$ cat src/rtl/pc_fetch_unit.sv
// Program-counter / fetch-address stage: issues one word address per cycle, tracks in-flight PCs,
// applies execute-stage redirects and drains the pipe on halt.
module pc_fetch_unit #(
    parameter int                  PC_WIDTH     = 20,
    parameter int                  PIPE_DEPTH   = 3,
    parameter logic [PC_WIDTH-1:0] RESET_VECTOR = '0
) (
    input  logic                clock,
    input  logic                reset,
    input  logic                stall,
    input  logic                halt_req,
    input  logic [8:0]          pcchange,
    input  logic [2:0]          pcjumpenable,
    input  logic [PC_WIDTH-1:0] pclocation,
    output logic [PC_WIDTH-1:0] programcounter,
    output logic                fetch_valid,
    output logic                flush,
    output logic [PC_WIDTH-1:0] previous_programcounter,
    output logic                halted,
    output logic                illegal_jump
);

    localparam int EXEC = PIPE_DEPTH - 1;

    typedef enum logic [1:0] {S_RUN, S_REDIRECT, S_HALT} state_t;

    state_t                             state_q;
    logic [PC_WIDTH-1:0]                pc_q, prev_pc_q;
    logic                               fetch_valid_q, flush_q, halted_q, illegal_q;
    logic [PIPE_DEPTH-1:0]              hist_vld_q;
    logic [PIPE_DEPTH-1:0][PC_WIDTH-1:0] hist_pc_q;

    logic                exec_vld, redirect, illegal_hit;
    logic [PC_WIDTH-1:0] target_d, pc_d, prev_pc_d;

    // Entry in execute is ignored during the redirect bubble.
    assign exec_vld    = hist_vld_q[EXEC] && (state_q != S_REDIRECT);
    assign redirect    = exec_vld && (pcjumpenable == 3'd1 || pcjumpenable == 3'd2);
    assign illegal_hit = exec_vld && (pcjumpenable > 3'd2);
    assign target_d    = (pcjumpenable == 3'd2) ? pclocation
                       : hist_pc_q[EXEC] + {{(PC_WIDTH-9){pcchange[8]}}, pcchange};
    assign pc_d        = pc_q + {{(PC_WIDTH-1){1'b0}}, fetch_valid_q};
    assign prev_pc_d   = hist_pc_q[EXEC-1] + {{(PC_WIDTH-1){1'b0}}, 1'b1};

    always_ff @(posedge clock or posedge reset) begin
        if (reset) begin
            state_q       <= S_RUN;
            pc_q          <= RESET_VECTOR;
            prev_pc_q     <= '0;
            fetch_valid_q <= 1'b0;
            flush_q       <= 1'b0;
            halted_q      <= 1'b0;
            illegal_q     <= 1'b0;
            hist_vld_q    <= '0;
            hist_pc_q     <= '0;
        end else begin
            flush_q <= redirect;
            if (illegal_hit) illegal_q <= 1'b1;
            if (redirect) begin
                // The branching instruction is consumed and all younger ones squashed;
                // its pc field is kept so the link address stays stable.
                pc_q          <= target_d;
                fetch_valid_q <= 1'b0;
                hist_vld_q    <= '0;
                if (state_q == S_HALT) halted_q <= 1'b1;
                else                   state_q  <= S_REDIRECT;
            end else begin
                unique case (state_q)
                    S_RUN: if (!stall) begin
                        hist_vld_q <= {hist_vld_q[EXEC-1:0], fetch_valid_q};
                        hist_pc_q  <= {hist_pc_q[EXEC-1:0], pc_q};
                        prev_pc_q  <= prev_pc_d;
                        pc_q       <= pc_d;
                        if (halt_req) begin
                            state_q       <= S_HALT;
                            fetch_valid_q <= 1'b0;
                            halted_q      <= ~|{hist_vld_q[EXEC-1:0], fetch_valid_q};
                        end else begin
                            fetch_valid_q <= 1'b1;
                        end
                    end
                    S_REDIRECT: begin
                        state_q       <= S_RUN;
                        fetch_valid_q <= 1'b1;
                    end
                    S_HALT: begin
                        if (!stall) begin
                            hist_vld_q <= {hist_vld_q[EXEC-1:0], 1'b0};
                            hist_pc_q  <= {hist_pc_q[EXEC-1:0], pc_q};
                            prev_pc_q  <= prev_pc_d;
                        end
                        if (!halt_req) begin
                            state_q       <= S_RUN;
                            fetch_valid_q <= 1'b1;
                            halted_q      <= 1'b0;
                        end else if (!stall) begin
                            halted_q <= ~|hist_vld_q[EXEC-1:0];
                        end
                    end
                    default: state_q <= S_RUN;
                endcase
            end
        end
    end

    assign programcounter          = pc_q;
    assign fetch_valid             = fetch_valid_q;
    assign flush                   = flush_q;
    assign previous_programcounter = prev_pc_q;
    assign halted                  = halted_q;
    assign illegal_jump            = illegal_q;

endmodule
$ cat config.mk
export PLATFORM = sky130hd
export DESIGN_NAME = pc_fetch_unit
export DESIGN_NICKNAME = d
export VERILOG_FILES = /design/src/rtl/pc_fetch_unit.sv
export SDC_FILE = /design/constraint.sdc
export NUM_CORES = 1
export LEC_CHECK = 0
export ABC_AREA = 0
export CAP_MARGIN = 20
export CORE_ASPECT_RATIO = 1.4
export CORE_MARGIN = 3
export CORE_UTILIZATION = 48
export CTS_CLUSTER_DIAMETER = 30
export DETAILED_ROUTE_END_ITERATION = 7
export PLACE_DENSITY = 0.71
export SYNTH_ARGS = -nofsm -noshare
export SYNTH_HDL_FRONTEND = slang
export SYNTH_SLANG_ARGS = --single-unit
$ cat constraint.sdc
create_clock -name clock -period 4.9 [get_ports clock]
set_clock_uncertainty 0.2 [all_clocks]
set_input_delay 0.98 -clock clock [delete_from_list [all_inputs] [get_ports clock]]
set_output_delay 0.98 -clock clock [all_outputs]
set_load 0.02 [all_outputs]
# Word level (Yosys, flattened, before mapping)
# Index checks and enable logic that the tools add are counted.
# word_totals
word_cells	77
in_bits	36
regBits	109
# op_classes
n_bitwise	2
mux	26
reduce_logical	20
eq_ne	14
n_lt_le_gt_ge	1
n_addsub	3
# op_table
op	count
$mux W20	4
$add A20 B1 Y20	1
$add A20 B1 Y20 const B	1
$add A20 B20 Y20	1
$ne A3 B3 Y1 const B	4
$mux W1	10
$mux W2	5
$mux W3	3
$reduce_and A3 Y1	3
$ne A2 B1 Y1 const B	3
$pmux W3 S2	1
$reduce_and A5 Y1	1
$ne A2 B2 Y1 const B	2
$ne A4 B4 Y1 const B	1
$pmux W2 S2	1
$reduce_and A4 Y1	1
$reduce_bool A2 Y1	2
$reduce_bool A4 Y1	1
$reduce_or A2 Y1	2
$eq A3 B1 Y1 const B	1
$eq A3 B2 Y1 const B	1
$gt A3 B2 Y1 const B	1
$logic_and A1 B1 Y1	3
$pmux W1 S3	1
10 further kinds	12

# Logic depth before layout (Yosys ltp)
# Gate-level depths: netlist of the first run.
# logic_depth
depth_word	6
depth_mapped	11
mapped_depth_nobuf	10

# Least setup slack after synthesis of the first run
# OpenSTA, ideal clock, no wires.
# synth_timing
kind	input to register
start	in pcchange[8]
end	reg pc_q[15] (netlist: programcounter[15])
arrival_ns	2.688
stages	9
setup_ns	0.104
slack_ns	1.909
required_ns	4.596
cell_sequence	ha_1 -> bufbuf_16 -> a21o_1 -> a32oi_1 -> inv_1 -> nor3_2 -> o21ai_0 -> xnor2_1 -> a221oi_1
# synth_via
elab_chain_cells	3
# synth_rtl
item	line_no	text
start: declaration	12	input logic [8:0] pcchange,
$add A20 B20 Y20	41	: hist_pc_q[EXEC] + {{(PC_WIDTH-9){pcchange[8]}}, pcchange};
$mux W20	40	assign target_d = (pcjumpenable == 3'd2) ? pclocation
$mux W20	59	if (redirect) begin
end signal: assignment	62	pc_q <= target_d;
end signal: assignment	73	pc_q <= pc_d;
end: declaration	28	logic [PC_WIDTH-1:0] pc_q, prev_pc_q;
# No other way between the ends.
# A chain may end at the register's enable or synchronous reset.

# Worst setup path after layout of the first run
# Ends and elaborated chain as after synthesis.

==> impl_results.md, run 1 <==
- Sink Count: 109
- Initial antenna violation count: 0
- Final min period: 3.64 ns
- Status: completed
- Final WS setup: 1.26 ns
- DR iter-0 viols: 341
- Buffers on Ports: 79
- DRT antenna net count: 0
- Longest Clk Path Bufs: 2
- Nets: 711
- Share of cells above drive strength 1: 0.142
- CTS H-tree lvls: 3
- Die ar.: 0.0142 mm^2
- WL final: 14.2 mm
- Synthesis Warnings: 0
- Setup Crit Path Kind: primary input to register
- Vias per std cell: 5.84
- Syn Nets: 643
- Setup crit end kind: register
- Hold Startpoint: illegal_jump
- Synth Flop Type: dfrtp_1
- # rows: 48
- Slew Viols, Final: 0
- Lkg Pwr: 3.00 nW
- Final setup viols: 0
- Global route overflow: 0
- Setup_tns: 0 ns
- Number of instances in the synthesized netlist: 581
- RSZ-0062 raised after global routing: no
- CTS buffer count: 9
- Synth unique cells: 60
- CTS tree: built
- Most common cell after layout, fill and taps aside: dfrtp_1
- First-pass GRT wire length: 23.7 mm
- Initial Util: 0.492
- Crit start category: primary input
- Core area: 0.0124 mm^2
- Largest net degree at the start of global routing: 89
- Slew @ Worst Pin: 0.785 ns
- Max transition margin: 0.476
- CP startpoint: pcchange[8]
- Detailed-route wire length per cell: 17.7 um
- Hold Crit Class: register to register
- Seq cells post-synth: 109
- DP Wirelength: 10.4 mm
- Critical path peak fanout: 12
- Reg clk slew, reported paths: 0.07 ns
- Number of global-route vias before repair: 4720
- Die W: 101 um
- Pre-CTS setup slack: 0.934 ns
- DRT Pass-1 Iters: 4
- Mean Syn Cell Area: 10.5 um^2
- Max-Cap Viols: 0
- Total GRT Usage: 0.209
- Setup Fix Bufs, Post-CTS: 0
- Critical path arrival: 3.68 ns
- FILL cells: 1032
- Die H: 140 um
- Ant diodes: 0
- Final-report hold violation count: 0
- Synth async-reset ratio: 1.00
- Root Buffer: clkbuf_16
- Worst Path Required: 4.94 ns
- Clk_lat worst skew: 0.34 ns
- Design Power: 4.96 mW
- R2R Path Start: state_q[1]
- Maximum vdd drop: 329 uV
- Commonest non-fill, non-tap cells in the layout: 109 x dfrtp_1, 79 x clkdlybuf4s50_1, 60 x mux2_2
- Cell Pwr Density: 678 mW/mm^2
- Post-CTS Resized: 0
- Number of synthesized flops with an enable pin: 0
- GPL Wtd Cong: 0.967
- Vias: 4689
- DRC errors left: 0
- Tcrit/Tclk final: 0.743
- Post-Syn Area: 0.00612 mm^2
- Hold bufs inserted after CTS: 0
- Synthesis-to-finish area growth: 19.4%
- Worst R2R Setup Slack: 2.00 ns
- Fmax: 275 MHz
- I/O Pins: 80
- Sequential share of the synthesized area: 0.446
==> synth_stat cells (all sizes together) (2+ instances only) <==
cell	n	area, um^2
a211oi	5	42.5
a21o	8	61.3
a21oi	43	215
a221o	2	20.0
a221oi	9	85.1
a22oi	4	30.0
a31oi	6	37.5
a32oi	3	26.3
a41o	2	20.0
and2b	2	16.3
and3	7	43.8
and4	9	78.8
buf	12	58.8
bufbuf	2	65.1
clkbuf	16	80.1
dfrtp	109	2730
ha	25	313
inv	14	52.6
mux2	60	676
mux2i	5	50.1
nand2	41	154
nand2b	6	37.5
nand3	18	90.1
nand4	11	68.8
nor2	41	156
nor2b	4	25.0
nor3	15	80.1
nor4	3	18.8
o211ai	5	37.5
o21ai	17	85.1
o21bai	3	22.5
o22ai	3	18.8
o311ai	2	17.5
or3	3	18.8
xnor2	15	131
xor2	36	315
==> flip-flops by register name, summed over array words and instances, names as in the netlist <==
signal and count:
hist_pc_q 60, previous_programcounter 20, programcounter 20, hist_vld_q 3, state_q 2, fetch_valid 1, flush 1, halted 1
illegal_jump 1
==> layout make-up <==
cell class | count | area [um^2] | share of cell area
clock buffers | 10 | 229 | 0.0313
well taps | 150 | 188 | 0.0257
flip-flops and latches | 109 | 2730 | 0.373
inverters | 15 | 60.1 | 0.00822
multi-input cells | 427 | 3140 | 0.429
repair buffers | 87 | 883 | 0.121
clock inverters | 5 | 82.6 | 0.0113
==> routing by layer <==
metal | part of all wire | global-route usage
met5 | 0 | 0
met4 | 0.019 | 0.0700
met3 | 0.036 | 0.0281
met2 | 0.51 | 0.353
met1 | 0.43 | 0.275
==> final timing paths <==
kind,depth (start not counted),endpoint
setup / recovery,9,programcounter[15]
hold / removal,1,illegal_jump
setup reg to reg,8,hist_pc_q[27]
hold reg to reg,1,illegal_jump
max in group asynchronous,4,programcounter[13]
min in group asynchronous,2,previous_programcounter[4]
==> per-stage QoR <==
stage | hold slack [ns] | std cells | utilization | cell area (um^2)
2_1_floorplan | 0.275 | 581 | - | 6120
6_report | 0.275 | 803 | 0.588 | 7310
4_1_cts | 0.286 | 802 | 0.586 | 7280
5_1_grt | 0.316 | 803 | 0.588 | 7310
3_5_place_dp | 0.266 | 787 | 0.561 | 6970
3_3_place_gp | 0.267 | 787 | 0.561 | 6970
==> kinds of logic after synthesis <==
family	Yosys count	synth area share
AND/OR/NAND/NOR	164	0.134
AO/OA/AOI/OAI	121	0.132
flip-flops	109	0.446
buffers and inverters	45	0.0427
adder cells (fa/ha/maj)	26	0.0544
multiplexers	65	0.119
XOR/XNOR	51	0.0730
==> report_power, final <==
part           switching [mW]  internal [mW]  leakage (nW)
registers               0.453           1.34          1.26
clock network           0.322          0.448         0.153
logic                    1.21           1.18          1.58
total                    1.99           2.97          3.00
==> worst max-delay path, stage by stage <==
cell and delay, ns:
clkdlybuf4s50_1 0.67, ha_1 0.53, a21o_1 0.25, a32oi_1 0.22, inv_1 0.10, nor3_2 0.28
o21ai_0 0.19, xnor2_1 0.16, a221oi_1 0.30
No activity file was read; power rests on OpenSTA's default activity.
==> run 2: changes to the inputs <==
Clock period 4.9 ns to 3.7 ns, I/O delays scaled along.
==> impl_results.md, run 2 (synthesized netlist as in run 1, its figures left out) <==
- Status: completed (unchanged)
- Worst Path Required: 3.75 ns (was 4.94 ns)
- Register bank with the most flops: hist_pc_q (unchanged)
- DR iter-0 viols: 396 (was 341)
- Reg clk slew, reported paths: 0.07 ns (about the same)
- Layout Cells excl Fill: 806 (was 803)
- First-pass GRT wire length: 24.4 mm (was 23.7 mm)
- Vias: 4695 (was 4689)
- Ant diodes: 0 (unchanged)
- Clk_lat worst skew: 0.35 ns (was 0.34 ns)
- CTS H-tree lvls: 3 (unchanged)
- Critical path peak fanout: 3 (was 12)
- Share of cells above drive strength 1: 0.148 (was 0.142)
- Core area: 0.0124 mm^2 (unchanged)
- Fmax: 301 MHz
- DRT antenna net count: 0 (unchanged)
- I/O Pins: 80 (unchanged)
- Detailed-route wire length per cell: 18.2 um (was 17.7 um)
- Largest stage delay, worst path: 0.46 ns (was 0.67 ns)
- Initial Util: 0.492 (unchanged)
- DRC errors left: 0 (unchanged)
- RSZ-0062 raised after global routing: no (unchanged)
- Total GRT Usage: 0.216 (was 0.209)
- Synthesis-to-finish area growth: 20.2% (was 19.4%)
- GPL Wtd Cong: 0.984 (was 0.967)
- Crit start category: primary input (unchanged)
- Lkg Pwr: 3.02 nW (was 3.00 nW)
- DRT Pass-1 Iters: 5 (was 4)
- Vias per std cell: 5.83 (was 5.84)
- Final Util: 0.592 (was 0.588)
- Max reg flops: 60 (unchanged)
- Hold bufs inserted after CTS: 0 (unchanged)
- Setup_tns: 0 ns (unchanged)
- Footprint of the multi-input gates: 0.00314 mm^2 (unchanged)
- Global route overflow: 0 (unchanged)
- Hold WS: 0.302 ns (was 0.275 ns)
- Final-report hold violation count: 0 (unchanged)
- Max transition margin: 0.572 (was 0.476)
- Nets: 713 (was 711)
- CTS tree: built (unchanged)
- Slew @ Worst Pin: 0.642 ns (was 0.785 ns)
- Post-CTS Resized: 0 (unchanged)
- Die H: 140 um (unchanged)
- Largest net degree at the start of global routing: 110 (was 89)
- Cell Pwr Density: 910 mW/mm^2 (was 678 mW/mm^2)
- Most common cell after layout, fill and taps aside: dfrtp_1 (unchanged)
- Placed insts: 790 (was 787)
- Fin area: 0.00736 mm^2 (was 0.00731 mm^2)
- Hold Crit Class: register to register (unchanged)
- Final setup viols: 0 (unchanged)
- Pre-CTS setup slack: 0.0992 ns (was 0.934 ns)
- Slew Viols, Final: 0 (unchanged)
- Design Power: 6.69 mW (was 4.96 mW)
- # rows: 48 (unchanged)
- Max-Cap Viols: 0 (unchanged)
- CP max-delay cell: clkdlybuf4s50_1 (unchanged)
- Die W: 101 um (unchanged)
- Die ar.: 0.0142 mm^2 (unchanged)
- FILL cells: 1057 (was 1032)
- Commonest non-fill, non-tap cells in the layout: 109 x dfrtp_1, 79 x clkdlybuf4s50_1, 60 x mux2_2 (unchanged)
- Crit-path cells: clkdlybuf4s50_1, ha_1, inv_1, fa_1, nand2b_1, a21oi_1, nor2b_1, o21ai_1, a31oi_1, xor2_1, a221oi_1 (was clkdlybuf4s50_1, ha_1, a21o_1, a32oi_1, inv_1, nor3_2, o21ai_0, xnor2_1, a221oi_1)
- Final WS setup: 0.377 ns (was 1.26 ns)
- WL final: 14.7 mm (was 14.2 mm)
- Tcrit/Tclk final: 0.898
- Setup Crit Path Kind: primary input to register (unchanged)
- Root Buffer: clkbuf_16 (unchanged)
- CTS buffer count: 9 (unchanged)
- Sequential cell area: 0.00273 mm^2 (unchanged)
- Longest Clk Path Bufs: 2 (unchanged)
- Setup crit end kind: register (unchanged)
- Critical path arrival: 3.37 ns (was 3.68 ns)
- Number of global-route vias before repair: 4850 (was 4720)
- Buffers on Ports: 79 (unchanged)
- Sink Count: 109 (unchanged)
- Setup Fix Bufs, Post-CTS: 0 (unchanged)
- Final min period: 3.32 ns
- DP Wirelength: 10.5 mm (was 10.4 mm)
- Initial antenna violation count: 0 (unchanged)
- Placed Area: 0.00701 mm^2 (was 0.00697 mm^2)
- Maximum vdd drop: 589 uV (was 329 uV)
-- run 2: power breakdown --
part	switching, mW	internal (mW)
clock network	0.443	0.685
registers	0.611	1.77
logic	1.62	1.56
-- run 2: path summary, 6_finish.rpt --
kind                                from                          to  slack [ns]  depth (start not counted)
setup reg to reg           hist_pc_q[40]          programcounter[16]        0.88                         10
max in group asynchronous          reset                hist_pc_q[1]        2.13                          3
hold / removal              illegal_jump                illegal_jump        0.30                          1
min in group asynchronous          reset  previous_programcounter[4]        0.64                          3
hold reg to reg             illegal_jump                illegal_jump        0.30                          1
setup / recovery             pcchange[0]          programcounter[16]        0.38                         11
-- run 2: critical path, delay by kind of cell --
family / cells / cell delay, ns
buffers and inverters: 2 / 0.52
xor gates and xnor gates: 1 / 0.18
AOI/OAI and AO/OA: 4 / 1.07
and+or+nand+nor: 2 / 0.30
adders and majority gates: 2 / 0.55
-- run 2: final cells by class --
class	instances	share of cell area
multi-input combinational	427	0.426
sequential	109	0.371
timing repair buffer	89	0.121
clock buffer	10	0.0325
tap	150	0.0255
clock inverter	6	0.0156
inverter	15	0.00833
-- run 2: metal layers --
layer | track usage | share of wire | vias to the layer above | wire [um]
li1 | - | - | 2242 | -
met3 | 0.0316 | 0.041 | 35 | 596
met2 | 0.365 | 0.52 | 153 | 7600
met5 | 0 | 0 | - | 0
met1 | 0.274 | 0.42 | 2265 | 6100
met4 | 0.0861 | 0.026 | 0 | 383
==> run 3: changes to the inputs <==
Settings changed: SKIP_LAST_GASP set to 1.
Clock period 3.7 ns to 3.5 ns, I/O delays scaled along.
==> impl_results.md, run 3 (synthesized netlist as in run 1, its figures left out) <==
- Pre-CTS setup slack: 0.00741 ns (was 0.0992 ns)
- Number of global-route vias before repair: 4816 (was 4850)
- Final setup viols: 0 (unchanged)
- Reg clk slew, reported paths: 0.07 ns (about the same)
- Fmax: 315 MHz
- Longest Clk Path Bufs: 2 (unchanged)
- First-pass GRT wire length: 24.1 mm (was 24.4 mm)
- Slew Viols, Final: 0 (unchanged)
- Total GRT Usage: 0.213 (was 0.216)
- I/O Pins: 80 (unchanged)
- Detailed-route wire length per cell: 17.8 um (was 18.2 um)
- Max-Cap Viols: 0 (unchanged)
- Final-report hold violation count: 0 (unchanged)
- Lkg Pwr: 3.02 nW (about the same)
- Hold Crit Class: register to register (unchanged)
- Max reg flops: 60 (unchanged)
- DP Wirelength: 10.6 mm (was 10.5 mm)
- Hold bufs inserted after CTS: 0 (unchanged)
- Buffers on Ports: 79 (unchanged)
- Share of cells above drive strength 1: 0.151 (was 0.148)
- Ant diodes: 0 (unchanged)
- GPL Wtd Cong: 1.03 (was 0.984)
- Setup Crit Path Kind: primary input to register (unchanged)
- Crit-path cells: clkdlybuf4s50_1, buf_4, ha_1, and3_1, a221oi_1, or3_1, nand3b_1, a41o_1, nor3_1 (was clkdlybuf4s50_1, ha_1, inv_1, fa_1, nand2b_1, a21oi_1, nor2b_1, o21ai_1, a31oi_1, xor2_1, a221oi_1)
- Die ar.: 0.0142 mm^2 (unchanged)
- DRT Pass-1 Iters: 6 (was 5)
- CTS tree: built (unchanged)
- Tcrit/Tclk final: 0.908
- DRT antenna net count: 0 (unchanged)
- Critical path arrival: 3.24 ns (was 3.37 ns)
- Worst Path Required: 3.56 ns (was 3.75 ns)
- Commonest non-fill, non-tap cells in the layout: 109 x dfrtp_1, 79 x clkdlybuf4s50_1, 60 x mux2_2 (unchanged)
- Die W: 101 um (unchanged)
- Largest stage delay, worst path: 0.56 ns (was 0.46 ns)
- Maximum vdd drop: 615 uV (was 589 uV)
- Initial Util: 0.492 (unchanged)
- Global route overflow: 0 (unchanged)
- Most common cell after layout, fill and taps aside: dfrtp_1 (unchanged)
- CP max-delay cell: clkdlybuf4s50_1 (unchanged)
- RSZ-0062 raised after global routing: no (unchanged)
- Setup Fix Bufs, Post-CTS: 0 (unchanged)
- Post-CTS Resized: 0 (unchanged)
- DR iter-0 viols: 321 (was 396)
- Slew @ Worst Pin: 0.636 ns (was 0.642 ns)
- Initial antenna violation count: 0 (unchanged)
- Vias per std cell: 5.91 (was 5.83)
- Setup crit end kind: register (unchanged)
- Die H: 140 um (unchanged)
- CTS H-tree lvls: 3 (unchanged)
- Clk_lat worst skew: 0.35 ns (about the same)
- CP Buf/Inv Count: 2 (unchanged)
- Vias: 4795 (was 4695)
- Max transition margin: 0.576 (was 0.572)
- Sink Count: 109 (unchanged)
- Critical path peak fanout: 8 (was 3)
- Root Buffer: clkbuf_16 (unchanged)
- Setup_tns: 0 ns (unchanged)
- Final min period: 3.18 ns
- Synthesis-to-finish area growth: 19.8% (was 20.2%)
- CTS buffer count: 9 (unchanged)
- Nets: 718 (was 713)
- Crit start category: primary input (unchanged)
- FILL cells: 1055 (was 1057)
- Register bank with the most flops: hist_pc_q (unchanged)
- Core area: 0.0124 mm^2 (unchanged)
- Status: completed (unchanged)
- WL final: 14.5 mm (was 14.7 mm)
- Final WS setup: 0.323 ns (was 0.377 ns)
- Delay-heaviest family, CP: buffers and inverters (was compound AO/OA/AOI/OAI gates)
- # rows: 48 (unchanged)
- Cell Pwr Density: 943 mW/mm^2 (was 910 mW/mm^2)
- Largest net degree at the start of global routing: 110 (unchanged)
- DRC errors left: 0 (unchanged)
## run 3: changes by cell type in the layout (fill, tap and decap cells not counted), sizes merged
cell	delta
clkbuf	+1
buf	+5
clkinvlp	-1
clkinv	+2
bufinv	-2
## run 3: stage by stage
| step | instances | instance area [um^2] | hold slack [ns] | power (mW) | util |
|---|---|---|---|---|---|
| final | 811 | 7330 | 0.283 | 6.92 | 0.590 |
| after global routing | 811 | 7330 | 0.306 | 7.40 | 0.590 |
| after CTS | 811 | 7330 | 0.284 | 6.94 | 0.590 |
| after detailed placement | 795 | 7040 | 0.269 | 5.88 | 0.567 |
| after global placement | 795 | 7040 | 0.269 | 5.76 | 0.567 |
| after floorplan | 581 | 6130 | 0.275 | 4.79 | - |
## run 3: routing by layer
| metal | vias to the layer above | wire (um) | GRT usage |
|---|---|---|---|
| met1 | 2363 | 6090 | 0.280 |
| li1 | 2251 | - | - |
| met2 | 148 | 7360 | 0.349 |
| met3 | 33 | 569 | 0.0236 |
| met4 | 0 | 446 | 0.0980 |
| met5 | - | 0 | 0 |
## run 3: area by class of cell
cell class	count	area, um^2	share of cell area
Clock buffer	11	233	0.0317
Clock inverter	5	57.6	0.00785
Inverter	15	61.3	0.00836
Multi-Input combinational cell	427	3140	0.428
Sequential cell	109	2730	0.372
Tap cell	150	188	0.0256
Timing Repair Buffer	94	928	0.127
## run 3: final timing paths
path                               start                         end  slack [ns]  depth (start not counted)
setup / recovery             pcchange[8]          programcounter[17]        0.32                          9
hold / removal              illegal_jump                illegal_jump        0.28                          1
setup reg to reg           hist_pc_q[40]          programcounter[16]        0.85                         10
hold reg to reg             illegal_jump                illegal_jump        0.28                          1
max in group asynchronous          reset          programcounter[14]        1.94                          3
min in group asynchronous          reset  previous_programcounter[3]        0.62                          3
## run 3: report_power, final
part           total (mW)  switching (mW)  internal, mW
registers            2.49           0.616          1.88
clock network        1.03           0.467         0.559
logic                3.40            1.71          1.69
total                6.92            2.79          4.12
